`src/rtl/output_io_pkg.sv`:
```
// Shared definitions for the output_io_ser serializer bank: FSM state encoding,
// beat counter width and parameter range checks.
package output_io_pkg;

  // FSM state encoding
  localparam logic [0:0] ST_IDLE  = 1'b0;
  localparam logic [0:0] ST_SHIFT = 1'b1;

  localparam int NCH_MIN   = 1;
  localparam int NCH_MAX   = 16;
  localparam int RATIO_MIN = 2;
  localparam int RATIO_MAX = 8;

  // Width of the beat counter that runs 0..ratio-1.
  function automatic int beat_width(input int ratio);
    return (ratio > 2) ? $clog2(ratio) : 1;
  endfunction

  function automatic bit nch_ok(input int nch);
    return (nch >= NCH_MIN) && (nch <= NCH_MAX);
  endfunction

  function automatic bit ratio_ok(input int ratio);
    return (ratio >= RATIO_MIN) && (ratio <= RATIO_MAX);
  endfunction

endpackage

```
`src/rtl/out_ser_lane.sv`:
```
// One serializer channel: shift register plus registered pad data and enable.
// Bit order follows OUTPUT_IO_SER_MSB_FIRST_EN (defined: MSB first, else LSB first).
module out_ser_lane #(
  parameter int   SER_RATIO  = 4,
  parameter logic IDLE_LEVEL = 1'b0
) (
  input  logic                 clk,
  input  logic                 rst,
  input  logic                 load,
  input  logic                 shift,
  input  logic                 idle,
  input  logic [SER_RATIO-1:0] word,
  input  logic                 oe,
  output logic                 f2a,
  output logic                 f2a_oe
);

  logic [SER_RATIO-1:0] sreg;
  logic                 load_bit;
  logic [SER_RATIO-1:0] load_rest;
  logic                 head_bit;
  logic [SER_RATIO-1:0] sreg_next;

  // The bit leaving first is stripped at load, so the register head is always the next bit.
  always_comb begin
    // NOTE: every always_comb output gets a default first so no latch is inferred.
    load_bit  = 1'b0;
    load_rest = '0;
    head_bit  = 1'b0;
    sreg_next = '0;
`ifdef OUTPUT_IO_SER_MSB_FIRST_EN
    load_bit  = word[SER_RATIO-1];
    load_rest = {word[SER_RATIO-2:0], 1'b0};
    head_bit  = sreg[SER_RATIO-1];
    sreg_next = {sreg[SER_RATIO-2:0], 1'b0};
`else
    load_bit  = word[0];
    load_rest = {1'b0, word[SER_RATIO-1:1]};
    head_bit  = sreg[0];
    sreg_next = {1'b0, sreg[SER_RATIO-1:1]};
`endif
  end

  // NOTE: sequential state uses non-blocking assignments so all lanes update from pre-edge values.
  always_ff @(posedge clk or posedge rst) begin
    if (rst) begin
      // NOTE: the shift register is tiny, so it is reset along with the pad registers.
      sreg   <= '0;
      f2a    <= IDLE_LEVEL;
      f2a_oe <= 1'b0;
    end else if (load) begin
      sreg   <= load_rest;
      f2a    <= load_bit;
      f2a_oe <= oe;
    end else if (shift) begin
      sreg   <= sreg_next;
      f2a    <= head_bit;
    end else if (idle) begin
      f2a    <= IDLE_LEVEL;
      f2a_oe <= 1'b0;
    end
  end

endmodule

```
`src/rtl/output_io_ser.sv`:
```
// N-channel, ratio-R output serializer bank: valid/ready word intake, IDLE/SHIFT FSM
// with beat counter, one out_ser_lane per channel. Option: OUTPUT_IO_SER_MSB_FIRST_EN.
module output_io_ser
  import output_io_pkg::*;
#(
  parameter int   NCH        = 4,
  parameter int   SER_RATIO  = 4,
  parameter logic IDLE_LEVEL = 1'b0
) (
  input  logic                     IQC,
  input  logic                     QRT,
  input  logic [NCH*SER_RATIO-1:0] OQI,
  input  logic                     OQI_VALID,
  output logic                     OQI_READY,
  input  logic [NCH-1:0]           OE,
  output logic [NCH-1:0]           F2A,
  output logic [NCH-1:0]           F2A_OE,
  output logic                     BUSY
);

  localparam int BW = beat_width(SER_RATIO);
  localparam logic [BW-1:0] LAST_BEAT = BW'(SER_RATIO - 1);

  if (!nch_ok(NCH)) begin : g_bad_nch
    $error("output_io_ser: NCH out of range 1..16");
  end
  if (!ratio_ok(SER_RATIO)) begin : g_bad_ratio
    $error("output_io_ser: SER_RATIO out of range 2..8");
  end

  logic [0:0]    state;
  logic [BW-1:0] beat;
  logic          last;
  logic          accept;
  logic          lane_load;
  logic          lane_shift;
  logic          lane_idle;

  // Ready depends only on state and reset, never on OQI_VALID.
  assign last      = (state == ST_SHIFT) && (beat == LAST_BEAT);
  assign OQI_READY = !QRT && ((state == ST_IDLE) || last);
  assign accept    = OQI_VALID && OQI_READY;
  assign BUSY      = (state == ST_SHIFT);

  assign lane_load  = accept;
  assign lane_shift = (state == ST_SHIFT) && !last;
  assign lane_idle  = last && !accept;

  always_ff @(posedge IQC or posedge QRT) begin
    if (QRT) begin
      state <= ST_IDLE;
      beat  <= '0;
    end else begin
      case (state)
        ST_IDLE: begin
          if (accept) begin
            state <= ST_SHIFT;
            beat  <= '0;
          end
        end
        default: begin
          if (!last) begin
            beat <= beat + BW'(1);
          end else if (accept) begin
            beat <= '0;
          end else begin
            state <= ST_IDLE;
            beat  <= '0;
          end
        end
      endcase
    end
  end

  for (genvar c = 0; c < NCH; c++) begin : g_lane
    out_ser_lane #(
      .SER_RATIO  (SER_RATIO),
      .IDLE_LEVEL (IDLE_LEVEL)
    ) u_lane (
      .clk    (IQC),
      .rst    (QRT),
      .load   (lane_load),
      .shift  (lane_shift),
      .idle   (lane_idle),
      .word   (OQI[c*SER_RATIO +: SER_RATIO]),
      .oe     (OE[c]),
      .f2a    (F2A[c]),
      .f2a_oe (F2A_OE[c])
    );
  end

endmodule

```
`config.mk`:
```
export PLATFORM = sky130hd
export DESIGN_NAME = output_io_ser
export DESIGN_NICKNAME = d
export VERILOG_FILES = /design/src/rtl/output_io_pkg.sv /design/src/rtl/out_ser_lane.sv /design/src/rtl/output_io_ser.sv
export SDC_FILE = /design/constraint.sdc
export NUM_CORES = 1
export LEC_CHECK = 0
export BUFFER_PORTS_ARGS = -buffer_cell sky130_fd_sc_hd__buf_2
export CORE_MARGIN = 4
export CORE_UTILIZATION = 49
export CTS_CLUSTER_SIZE = 25
export DETAILED_ROUTE_END_ITERATION = 10
export HOLD_SLACK_MARGIN = 0.15
export PLACE_DENSITY = 0.77
export RECOVER_POWER = 100
export SYNTH_ARGS = -nofsm -noshare
export SYNTH_HDL_FRONTEND = slang
export SYNTH_HIERARCHICAL = 1
export SYNTH_SLANG_ARGS = --single-unit
```
`constraint.sdc`:
```
create_clock -name IQC -period 2 [get_ports IQC]
set_clock_uncertainty 0.05 [all_clocks]
set_input_delay 0.1 -clock IQC [delete_from_list [all_inputs] [get_ports IQC]]
set_output_delay 0.1 -clock IQC [all_outputs]
set_load 0.005 [all_outputs]
```
# After elaboration in Yosys (flattened, before gate mapping)
# Cells that the tools add are included.
[word_totals] reg_bits=27 in_bits=23 word_cells=60
[op_classes] n_addsub=1 n_eq_ne=2 n_mux=28 n_bitwise=1 n_reduce_logical=14
[op_table] cell="4-bit two-way mux" count=8
[op_table] cell="1-bit two-way mux" count=17
[op_table] cell="2-bit two-way mux" count=3
[op_table] cell="2-bit nonzero test" count=3
[op_table] cell="1-bit logical AND" count=5
[op_table] cell="1-bit logical NOT" count=3
[op_table] cell="3-bit nonzero test" count=1
[op_table] cell="2-bit by 1-bit adder with 2-bit output, second input constant" count=1
[op_table] cell="2-bit equality test, second input constant" count=1
[op_table] cell="2-bit != test, second input constant" count=1
[op_table] cell="2-bit AND reduction" count=1
[op_table] cell="1-bit logical OR" count=1
[op_table] cell="1-bit NOT" count=1

# Longest topological paths before layout
# Gate-level depths: netlist of the first run.
[depth] ltp_word=10 mapped_depth=7

# Hierarchy
# Netlist of the first run, hierarchy kept.
[modules_own_cells] module="out_ser_lane" instances=4 cells_each=24 area_each_um2=231.5
[modules_own_cells] module="output_io_ser" instances=1 cells_each=16 area_each_um2=162.7

# Worst setup path after synthesis of the first run
# No wires, ideal clock.
[synth_timing] path_type="register -> register" start="register beat[0]" end="register g_lane[0].u_lane.f2a" t_arrival_ps=1567 t_required_ps=1873 slack_ps=305 path_stages_with_launch=8 period_less_slack_ps=1695 cell_sequence="dfrtp_1 ha_1 nand2b_1 inv_2 nor2_1 clkbuf_1 nor2b_1 a21oi_1"
[synth_via] word_cells_on_any_way=12 cone_classes="eq/ne (1); mux (2); reduce/logical (9)"
[synth_rtl] element="start: declaration" line_no="output_io_ser.sv:32" text="logic [BW-1:0] beat;"
[synth_rtl] element="start signal: assignment" line_no="output_io_ser.sv:63" text="beat <= beat + BW'(1);"
[synth_rtl] element="2-bit equality test (*)" line_no="output_io_ser.sv:40" text="assign last = (state == ST_SHIFT) && (beat == LAST_BEAT);"
[synth_rtl] element="1-bit logical AND (*)" line_no="output_io_ser.sv:40"
[synth_rtl] element="1-bit logical NOT (*)"
[synth_rtl] element="1-bit logical AND (*)" line_no="output_io_ser.sv:46" text="assign lane_shift = (state == ST_SHIFT) && !last;"
[synth_rtl] element="named net lane_shift" line_no="output_io_ser.sv:36" text="logic lane_shift;"
[synth_rtl] element="1-bit two-way mux" line_no="out_ser_lane.sv:55" text="end else if (shift) begin"
[synth_rtl] element="1-bit two-way mux" line_no="out_ser_lane.sv:51" text="end else if (load) begin"
[synth_rtl] element="end signal: assignment" line_no="out_ser_lane.sv:53" text="f2a <= load_bit;"
[synth_rtl] element="end signal: assignment" line_no="out_ser_lane.sv:57" text="f2a <= head_bit;"
[synth_rtl] element="end: declaration" line_no="out_ser_lane.sv:14" text="output logic f2a,"
# The timed path passes the listed nets; every way through them passes the cells marked *.
# A chain may end at the register's enable or synchronous reset.

# Worst setup path in the final report of the first run
[layout_timing] start="register beat[0]" end="output OQI_READY"
[layout_via] elab_chain_cells=4
[layout_lines] element="2-bit equality test" line_no="output_io_ser.sv:40"
[layout_lines] element="1-bit logical AND" line_no="output_io_ser.sv:40"
[layout_lines] element="1-bit logical OR" line_no="output_io_ser.sv:41" text="assign OQI_READY = !QRT && ((state == ST_IDLE) || last);"
[layout_lines] element="1-bit logical AND" line_no="output_io_ser.sv:41"
[layout_lines] element="end: declaration" line_no="output_io_ser.sv:14" text="output logic OQI_READY,"
# Every way passes these cells.

==> impl_metrics.yaml, run 1 <==
finish:
  drive_gt1_share_pct: 20.2
  synthToLayoutAreaGrowth_pct: 40.5
  fin_util_pct: 74.9
  final_cell_area_mm2: 0.00153
  nets: 193
  stdcell_count: 195
  diodes: 0
detailed_routing:
  drc: 0
  highest_layer: "met3"
  drtAntennaViolNets: 0
  wire_per_inst_um: 12.3
  drtIter0Drc: 6
  wl_met1_um: 1030
  vias_per_cell: 4.84
  drt-total-wl_um: 2390
  first_pass_iters: 2
  route.met3.wl_um: 107
  routed-wl-met2_um: 1250
  vias: 943
clock_tree:
  h-tree-depth: 1
  cts_num_sinks: 23
  cts_tree: "done"
  clk_latency_ns: 0.29
  cts_buffer_depth: 2
  clk_pin_slew_ns: 0.12
  hold_buffers: 22
  cts-resized-gates: 0
  ctsRootBufferMaster: "clkbuf_4"
  tritoncts.num_buffers: 3
  post_cts_buffers: 0
yosys:
  synth_area_mm2: 0.00109
  avgSynthCellArea_um2: 9.72
  synth_edf_count: 0
  ys.flop_type: "dfrtp_1"
  synth_top_area_share_pct: 52.9
  ys_types: 18
  synth_common_cells: "dfrtp_1, nand2_1, o21ai_0, inv_1, nor2b_1"
  ys_async_sr_fraction_pct: 100
  synth_nets: 136
  synth-seq-area-share_pct: 52.9
  ys_ff_latch: 23
  synthCells: 112
  ys_top_cells_by_area: "dfrtp_1, mux2i_1, nand2_1, o21ai_0, nor2b_1"
  yosys.area.top_type: "dfrtp_1"
  ys_warn_count: 6
  synth_most_common_cell: "dfrtp_1"
placement:
  post-place-ws_ns: 0.280
  port_buffers: 32
  place_area_mm2: 0.00130
  gp_congestion: 0.767
  dp_hpwl_um: 1580
  place_inst: 169
worst_setup_path:
  cp.required_ns: 1.85
  cp-end-kind: "primary output"
  slowest_stage: "dfrtp_1"
  slowest_delay_ns: 0.41
  crit_fanout: 14
  r2r_start: "beat[0]"
  worst_setup_path_start_kind: "register"
  r2r_setup_slack_ns: 0.28
  worst_r2r_path_depth: 7
  cp_cell_sequence: "ha_1 > nand2b_1 > inv_2 > buf_12 > nor2_1 > buf_2"
  crit_type: "register to primary output"
  r2r-end: "g_lane[3].u_lane/f2a"
  arrival_ns: 1.69
floorplanning:
  start_util_pct: 53.3
  die_x_um: 55.1
  dieArea_mm2: 0.00304
  row_count: 16
  dieHeight_um: 55.1
  io_pins: 33
  fp.coreArea_mm2: 0.00204
global_route:
  grt_pass1_vias: 971
  grt_max_degree: 41
  antenna_found_initial: 0
  grt_pass1_wl_um: 4010
  grt_overflow: 0
  grt_usage_pct: 18.0
power_and_ir_drop:
  power.density_mw_per_mm2: 1100
  p_leak_nw: 0.748
  irDropWorstVdd_mv: 0.687
  power_mw: 1.69
timing:
  slew_viol_final: 0
  hold_viol_final: 0
  min_period_over_period_pct: 91.8
  max_slew_margin_pct: 78.5
  setup_viol: 0
  max_freq_ghz: 0.545
  period_needed_ns: 1.84
  rsz0062_at_grt: "no"
  finalSetupTns_ns: 0
  finalWorstSetupSlack_ns: 0.164
  finalHoldWorstSlack_ns: 0.261
  worstMarginPinSlew_ns: 0.322
run:
  maxCapViolations: 0
hold_path:
  hold_class: "input port to asynchronous set/reset pin"
outcome:
  outcome: "completed"
sequential cells by signal (all words and copies together), names as in the netlist:
name,flops
g_lane.u_lane/sreg,12
BUSY,1
g_lane.u_lane/f2a_oe,4
beat,2
g_lane.u_lane/f2a,4
area by class of cell:
cell class                 instances  area (um^2)
timing repair buffer              56          400
inverter                          11         41.3
tap                               27         33.8
multi-input combinational         74          452
clock buffer                       4         26.3
sequential                        23          576
fill                             165          513
routing by layer:
metal / vias up / global-route usage (%)
met5: - / 0
met4: 0 / 2.43
met3: 0 / 2.68
met2: 22 / 35.4
met1: 437 / 20.7
li1: 484 / -
how the worst max path moves through the flow:
stage | startpoint | to | depth (start not counted)
CTS | beat[0] | OQI_READY | 6
detailed placement | beat[0] | g_lane[1].u_lane/f2a | 7
global route | beat[0] | OQI_READY | 6
global placement | beat[0] | g_lane[2].u_lane/f2a | 7
floorplan | beat[0] | g_lane[0].u_lane/f2a | 7
finish | beat[0] | OQI_READY | 6
cell usage in the layout (no fill, tap or decap):
master	count
a21oi_1	8
a32o_1	1
and3_2	1
buf_12	1
buf_2	26
buf_4	1
clkbuf_1	7
clkbuf_4	3
dfrtp_1	23
dlygate4sd3_1	22
ha_1	1
inv_1	10
inv_2	1
mux2i_1	8
nand2_1	17
nand2b_1	6
nor2_1	1
nor2_2	1
nor2b_1	9
o21ai_0	12
o2bb2ai_1	1
o31ai_1	4
or3b_1	4
critical path, delay by kind of cell, from the launching register on:
family	cells	cell delay (ns)
buffers and inverters	3	0.54
flip-flops	1	0.41
AND/OR/NAND/NOR	2	0.22
adder cells (fa/ha/maj)	1	0.21
cells by family after synthesis:
logic type	Yosys count	share of synthesized area (%)
flops	23	52.9
mux	8	7.36
compound gates	26	13.7
fa+ha+maj	1	1.15
simple gates	39	19.8
buf+inv	15	5.17
power breakdown:
part / internal (mW) / switching, mW
Combinational: 0.371 / 0.365
Clock: 0.0775 / 0.129
Sequential: 0.645 / 0.0982
Note: power is estimated with default switching activity, not from simulation.
==> run 2: changes to the inputs <==
Settings changed: CORE_MARGIN 4 to 3.
==> impl_metrics.yaml, run 2 (synthesis results as in run 1) <==
detailed_routing:
  drtIter0Drc: 13
  wire_per_inst_um: 12.8
  drt-total-wl_um: 2520
  vias: 964
  drc: 0
  first_pass_iters: 5
  drtAntennaViolNets: 0
  vias_per_cell: 4.89
worst_setup_path:
  r2r_start: "beat[0]"
  cp-end-kind: "primary output"
  r2r_setup_slack_ns: 0.25
  crit_buf_inv: 3
  worst_r2r_path_depth: 7
  cp.required_ns: 1.85
  r2r-end: "g_lane[0].u_lane/f2a"
  worst_setup_path_start_kind: "register"
  critPathTopFamily: "buffers and inverters"
  critPathLaunch: "beat[0]"
  crit_fanout: 13
  slowest_stage: "dfrtp_1"
  crit_type: "register to primary output"
  cp_cell_sequence: "ha_1 > nand2b_1 > inv_1 > buf_4 > nor2_1 > buf_2"
  slowest_delay_ns: 0.41
  arrival_ns: 1.62
placement:
  gp_congestion: 0.745
  port_buffers: 32
  place_inst: 171
  post-place-ws_ns: 0.386
  place_area_mm2: 0.00130
  dp_hpwl_um: 1690
floorplanning:
  fp.coreArea_mm2: 0.00202
  io_pins: 33
  dieHeight_um: 53.1
  die_x_um: 53.1
  row_count: 16
  start_util_pct: 53.8
  dieArea_mm2: 0.00282
clock_tree:
  clk_latency_ns: 0.30
  cts_num_sinks: 23
  cts_tree: "done"
  h-tree-depth: 1
  clk_pin_slew_ns: 0.12
  tritoncts.num_buffers: 3
  cts-resized-gates: 0
  cts_buffer_depth: 2
  ctsRootBufferMaster: "clkbuf_4"
power_and_ir_drop:
  power.density_mw_per_mm2: 1090
  irDropWorstVdd_mv: 0.887
  p_leak_nw: 0.762
  power_mw: 1.68
finish:
  final_cell_area_mm2: 0.00154
  multi_input_area_um2: 459
  diodes: 0
  fillCellCount: 163
  layout_commonest_cell: "buf_2"
  fin_util_pct: 75.9
  stdcell_count: 197
  nets: 195
  drive_gt1_share_pct: 21.8
  synthToLayoutAreaGrowth_pct: 41.0
  largest_reg_flops: 12
  mostFrequentLayoutCells: "buf_2, dfrtp_1, dlygate4sd3_1"
  reg_top3: "g_lane.u_lane/sreg (12), g_lane.u_lane/f2a (4), g_lane.u_lane/f2a_oe (4)"
  regArea_um2: 576
  top_register: "g_lane.u_lane/sreg"
timing:
  rsz0062_at_grt: "no"
  finalWorstSetupSlack_ns: 0.230
  finalSetupTns_ns: 0
  worstMarginPinSlew_ns: 0.322
  slew_viol_final: 0
  min_period_over_period_pct: 88.5
  max_slew_margin_pct: 78.5
  max_freq_ghz: 0.565
  period_needed_ns: 1.77
  hold_viol_final: 0
  setup_viol: 0
  finalHoldWorstSlack_ns: 0.269
global_route:
  grt_overflow: 0
  grt_pass1_vias: 965
  antenna_found_initial: 0
  grt_max_degree: 21
  grt_usage_pct: 19.8
  grt_pass1_wl_um: 4060
outcome:
  outcome: "completed"
hold_path:
  hold_class: "input port to asynchronous set/reset pin"
run:
  maxCapViolations: 0
run 2: area by class of cell:
cell class	instances	share of cell area (%)
flip-flops and latches	23	37.5
multi-input cells	74	29.9
repair buffers	58	26.0
inverters	11	2.69
well taps	27	2.20
clock buffers	4	1.71
run 2: worst max-delay path by stage:
stage | slack [ns] | cells after the start | end
3_3_place_gp | 0.51 | 6 | g_lane[2].u_lane/f2a
5_1_grt | 0.07 | 7 | g_lane[0].u_lane/f2a
2_1_floorplan | 0.31 | 7 | g_lane[0].u_lane/f2a
6_report | 0.23 | 6 | OQI_READY
4_1_cts | 0.28 | 6 | OQI_READY
3_5_place_dp | 0.39 | 7 | g_lane[0].u_lane/f2a
run 2: metal layers:
metal | wire, um | track usage (%) | up-vias
met2 | 1270 | 35.3 | 28
met4 | 38 | 7.23 | 0
met5 | 0 | 0 | -
met3 | 99 | 3.10 | 6
li1 | - | - | 485
met1 | 1120 | 23.7 | 445
run 2: timing repair:
item,in CTS,in global routing
hold buffers,22,0
endpoints found under the hold margin,46,0
setup buffers,0,0
run 2: worst register-to-register path, stage by stage (launching register included):
cell and delay, ns:
dfrtp_1 0.38, ha_1 0.17, nand2b_1 0.15, inv_1 0.08, nor2_2 0.21, clkbuf_2 0.35, nor2b_1 0.20, a21oi_1 0.05
run 2: power breakdown:
part / internal [mW] / switching [mW]
clock network: 0.0776 / 0.129
logic: 0.358 / 0.366
registers: 0.645 / 0.104
total: 1.08 / 0.599
==> run 3: changes to the inputs <==
--- a/config.mk
+++ b/config.mk
@@ -8,9 +8,9 @@
 export BUFFER_PORTS_ARGS = -buffer_cell sky130_fd_sc_hd__buf_2
 export CORE_MARGIN = 3
-export CORE_UTILIZATION = 49
+export CORE_UTILIZATION = 53
 export CTS_CLUSTER_SIZE = 25
 export DETAILED_ROUTE_END_ITERATION = 10
 export HOLD_SLACK_MARGIN = 0.15
-export PLACE_DENSITY = 0.77
+export PLACE_DENSITY = 0.82
 export RECOVER_POWER = 100
 export SYNTH_ARGS = -nofsm -noshare
==> constraint.sdc (replaced) <==
create_clock -name IQC -period 2.28 [get_ports IQC]
set_clock_uncertainty 0.05 [all_clocks]
set_input_delay 0.456 -clock IQC [delete_from_list [all_inputs] [get_ports IQC]]
set_output_delay 0.456 -clock IQC [all_outputs]
set_load 0.005 [all_outputs]
==> impl_metrics.yaml, run 3 (synthesis results as in run 1) <==
outcome:
  outcome: "completed"
timing:
  max_slew_margin_pct: 81.7
  max_freq_ghz: 0.494
  worstMarginPinSlew_ns: 0.274
  finalSetupTns_ns: 0
  setup_viol: 0
  slew_viol_final: 0
  min_period_over_period_pct: 88.8
  rsz0062_at_grt: "no"
  hold_viol_final: 0
  period_needed_ns: 2.02
placement:
  place_inst: 168
  port_buffers: 32
  gp_congestion: 0.687
  dp_hpwl_um: 1530
clock_tree:
  post_cts_buffers: 0
  tritoncts.num_buffers: 3
  clk_latency_ns: 0.30
  clk_pin_slew_ns: 0.12
  ctsRootBufferMaster: "clkbuf_4"
  h-tree-depth: 1
  cts_num_sinks: 23
  cts_tree: "done"
  cts_buffer_depth: 2
finish:
  stdcell_count: 173
  mostFrequentLayoutCells: "buf_2, dfrtp_1, nand2_1"
  fillCellCount: 164
  largest_reg_flops: 12
  fin_util_pct: 71.2
  reg_top3: "g_lane.u_lane/sreg (12), g_lane.u_lane/f2a (4), g_lane.u_lane/f2a_oe (4)"
  drive_gt1_share_pct: 23.0
  top_register: "g_lane.u_lane/sreg"
  nets: 173
  layout_commonest_cell: "buf_2"
  regArea_um2: 576
  multi_input_area_um2: 448
  diodes: 0
  synthToLayoutAreaGrowth_pct: 20.2
global_route:
  grt_usage_pct: 16.4
  grt_max_degree: 27
  grt_overflow: 0
  grt_pass1_vias: 803
  antenna_found_initial: 0
  grt_pass1_wl_um: 3310
worst_setup_path:
  cp-end-kind: "register"
  worst_setup_path_start_kind: "input port"
  crit_type: "input port to register"
  cp.required_ns: 2.46
  crit_fanout: 8
  arrival_ns: 2.20
power_and_ir_drop:
  p_clk_share_pct: 12.9
  power.density_mw_per_mm2: 1070
  irDropWorstVdd_mv: 0.722
  seqPwrFrac_pct: 45.9
  power_switching_uw: 494
  power_frac_comb_pct: 41.2
  power_mw: 1.41
  power.internal_uw: 913
  netSwitchingFraction_pct: 35.1
  p_leak_nw: 0.666
run:
  maxCapViolations: 0
detailed_routing:
  drc: 0
  drt-total-wl_um: 1980
  vias: 851
  wire_per_inst_um: 11.4
  first_pass_iters: 3
  drtIter0Drc: 12
  drtAntennaViolNets: 0
  vias_per_cell: 4.92
floorplanning:
  io_pins: 33
  dieHeight_um: 51.3
  die_x_um: 51.3
  fp.coreArea_mm2: 0.00184
  row_count: 15
  start_util_pct: 59.2
  dieArea_mm2: 0.00263
hold_path:
  hold_class: "input port to register"
==> run 3: power groups by stage <==
stage / Combinational, mW / Sequential (mW) / Clock [mW]
after floorplan: 0.396 / 0.650 / 0
after global placement: 0.577 / 0.648 / 0
after detailed placement: 0.598 / 0.654 / 0
after CTS: 0.601 / 0.646 / 0.185
after global routing: 0.656 / 0.666 / 0.204
final: 0.580 / 0.646 / 0.181
==> run 3: through the flow <==
step / cell area, um^2 / hold slack [ns] / worst slack, ns
after floorplan: 1090 / 0.160 / 0.585
after global placement: 1290 / 0.337 / 0.628
after detailed placement: 1290 / 0.341 / 0.574
after CTS: 1330 / 0.304 / 0.260
after global routing: 1310 / 0.297 / 0.127
final: 1310 / 0.304 / 0.255
==> run 3: layout make-up <==
class | instances | share of cell area (%)
flip-flops and latches | 23 | 44.0
multi-input cells | 74 | 34.2
well taps | 25 | 2.39
clock buffers | 4 | 2.01
inverters | 11 | 3.15
repair buffers | 36 | 14.2
==> run 3: worst max-delay path: stages <==
cell           delay (ns)
dlygate4sd3_1        0.53
clkbuf_1             0.17
nand2b_1             0.25
and3_1               0.30
or3b_1               0.38
a21oi_1              0.13
==> run 3: final timing paths <==
| path | from | endpoint | slack [ns] | cells past startpoint |
|---|---|---|---|---|
| max | QRT | g_lane[0].u_lane/f2a | 0.26 | 6 |
| max in group asynchronous | QRT | g_lane[3].u_lane/sreg[2] | 1.37 | 3 |
| max reg2reg | beat[0] | g_lane[2].u_lane/f2a_oe | 0.55 | 6 |
| min in group asynchronous | QRT | beat[0] | 0.59 | 3 |
| min reg2reg | beat[0] | beat[0] | 0.44 | 1 |
| min | OQI[6] | g_lane[1].u_lane/sreg[1] | 0.30 | 3 |
==> run 3: routing by layer <==
layer  track usage, %  part of all wire, %
met1             20.5                   46
met2             29.2                   49
met3             2.92                  4.4
met4             3.93                 0.71
met5                0                    0
==> run 3: timing repair <==
| item | in CTS | in global routing |
|---|---|---|
| hold buffers | 1 | 0 |
| gates resized for setup | 0 | 0 |
| endpoints found under the hold margin | 23 | 0 |
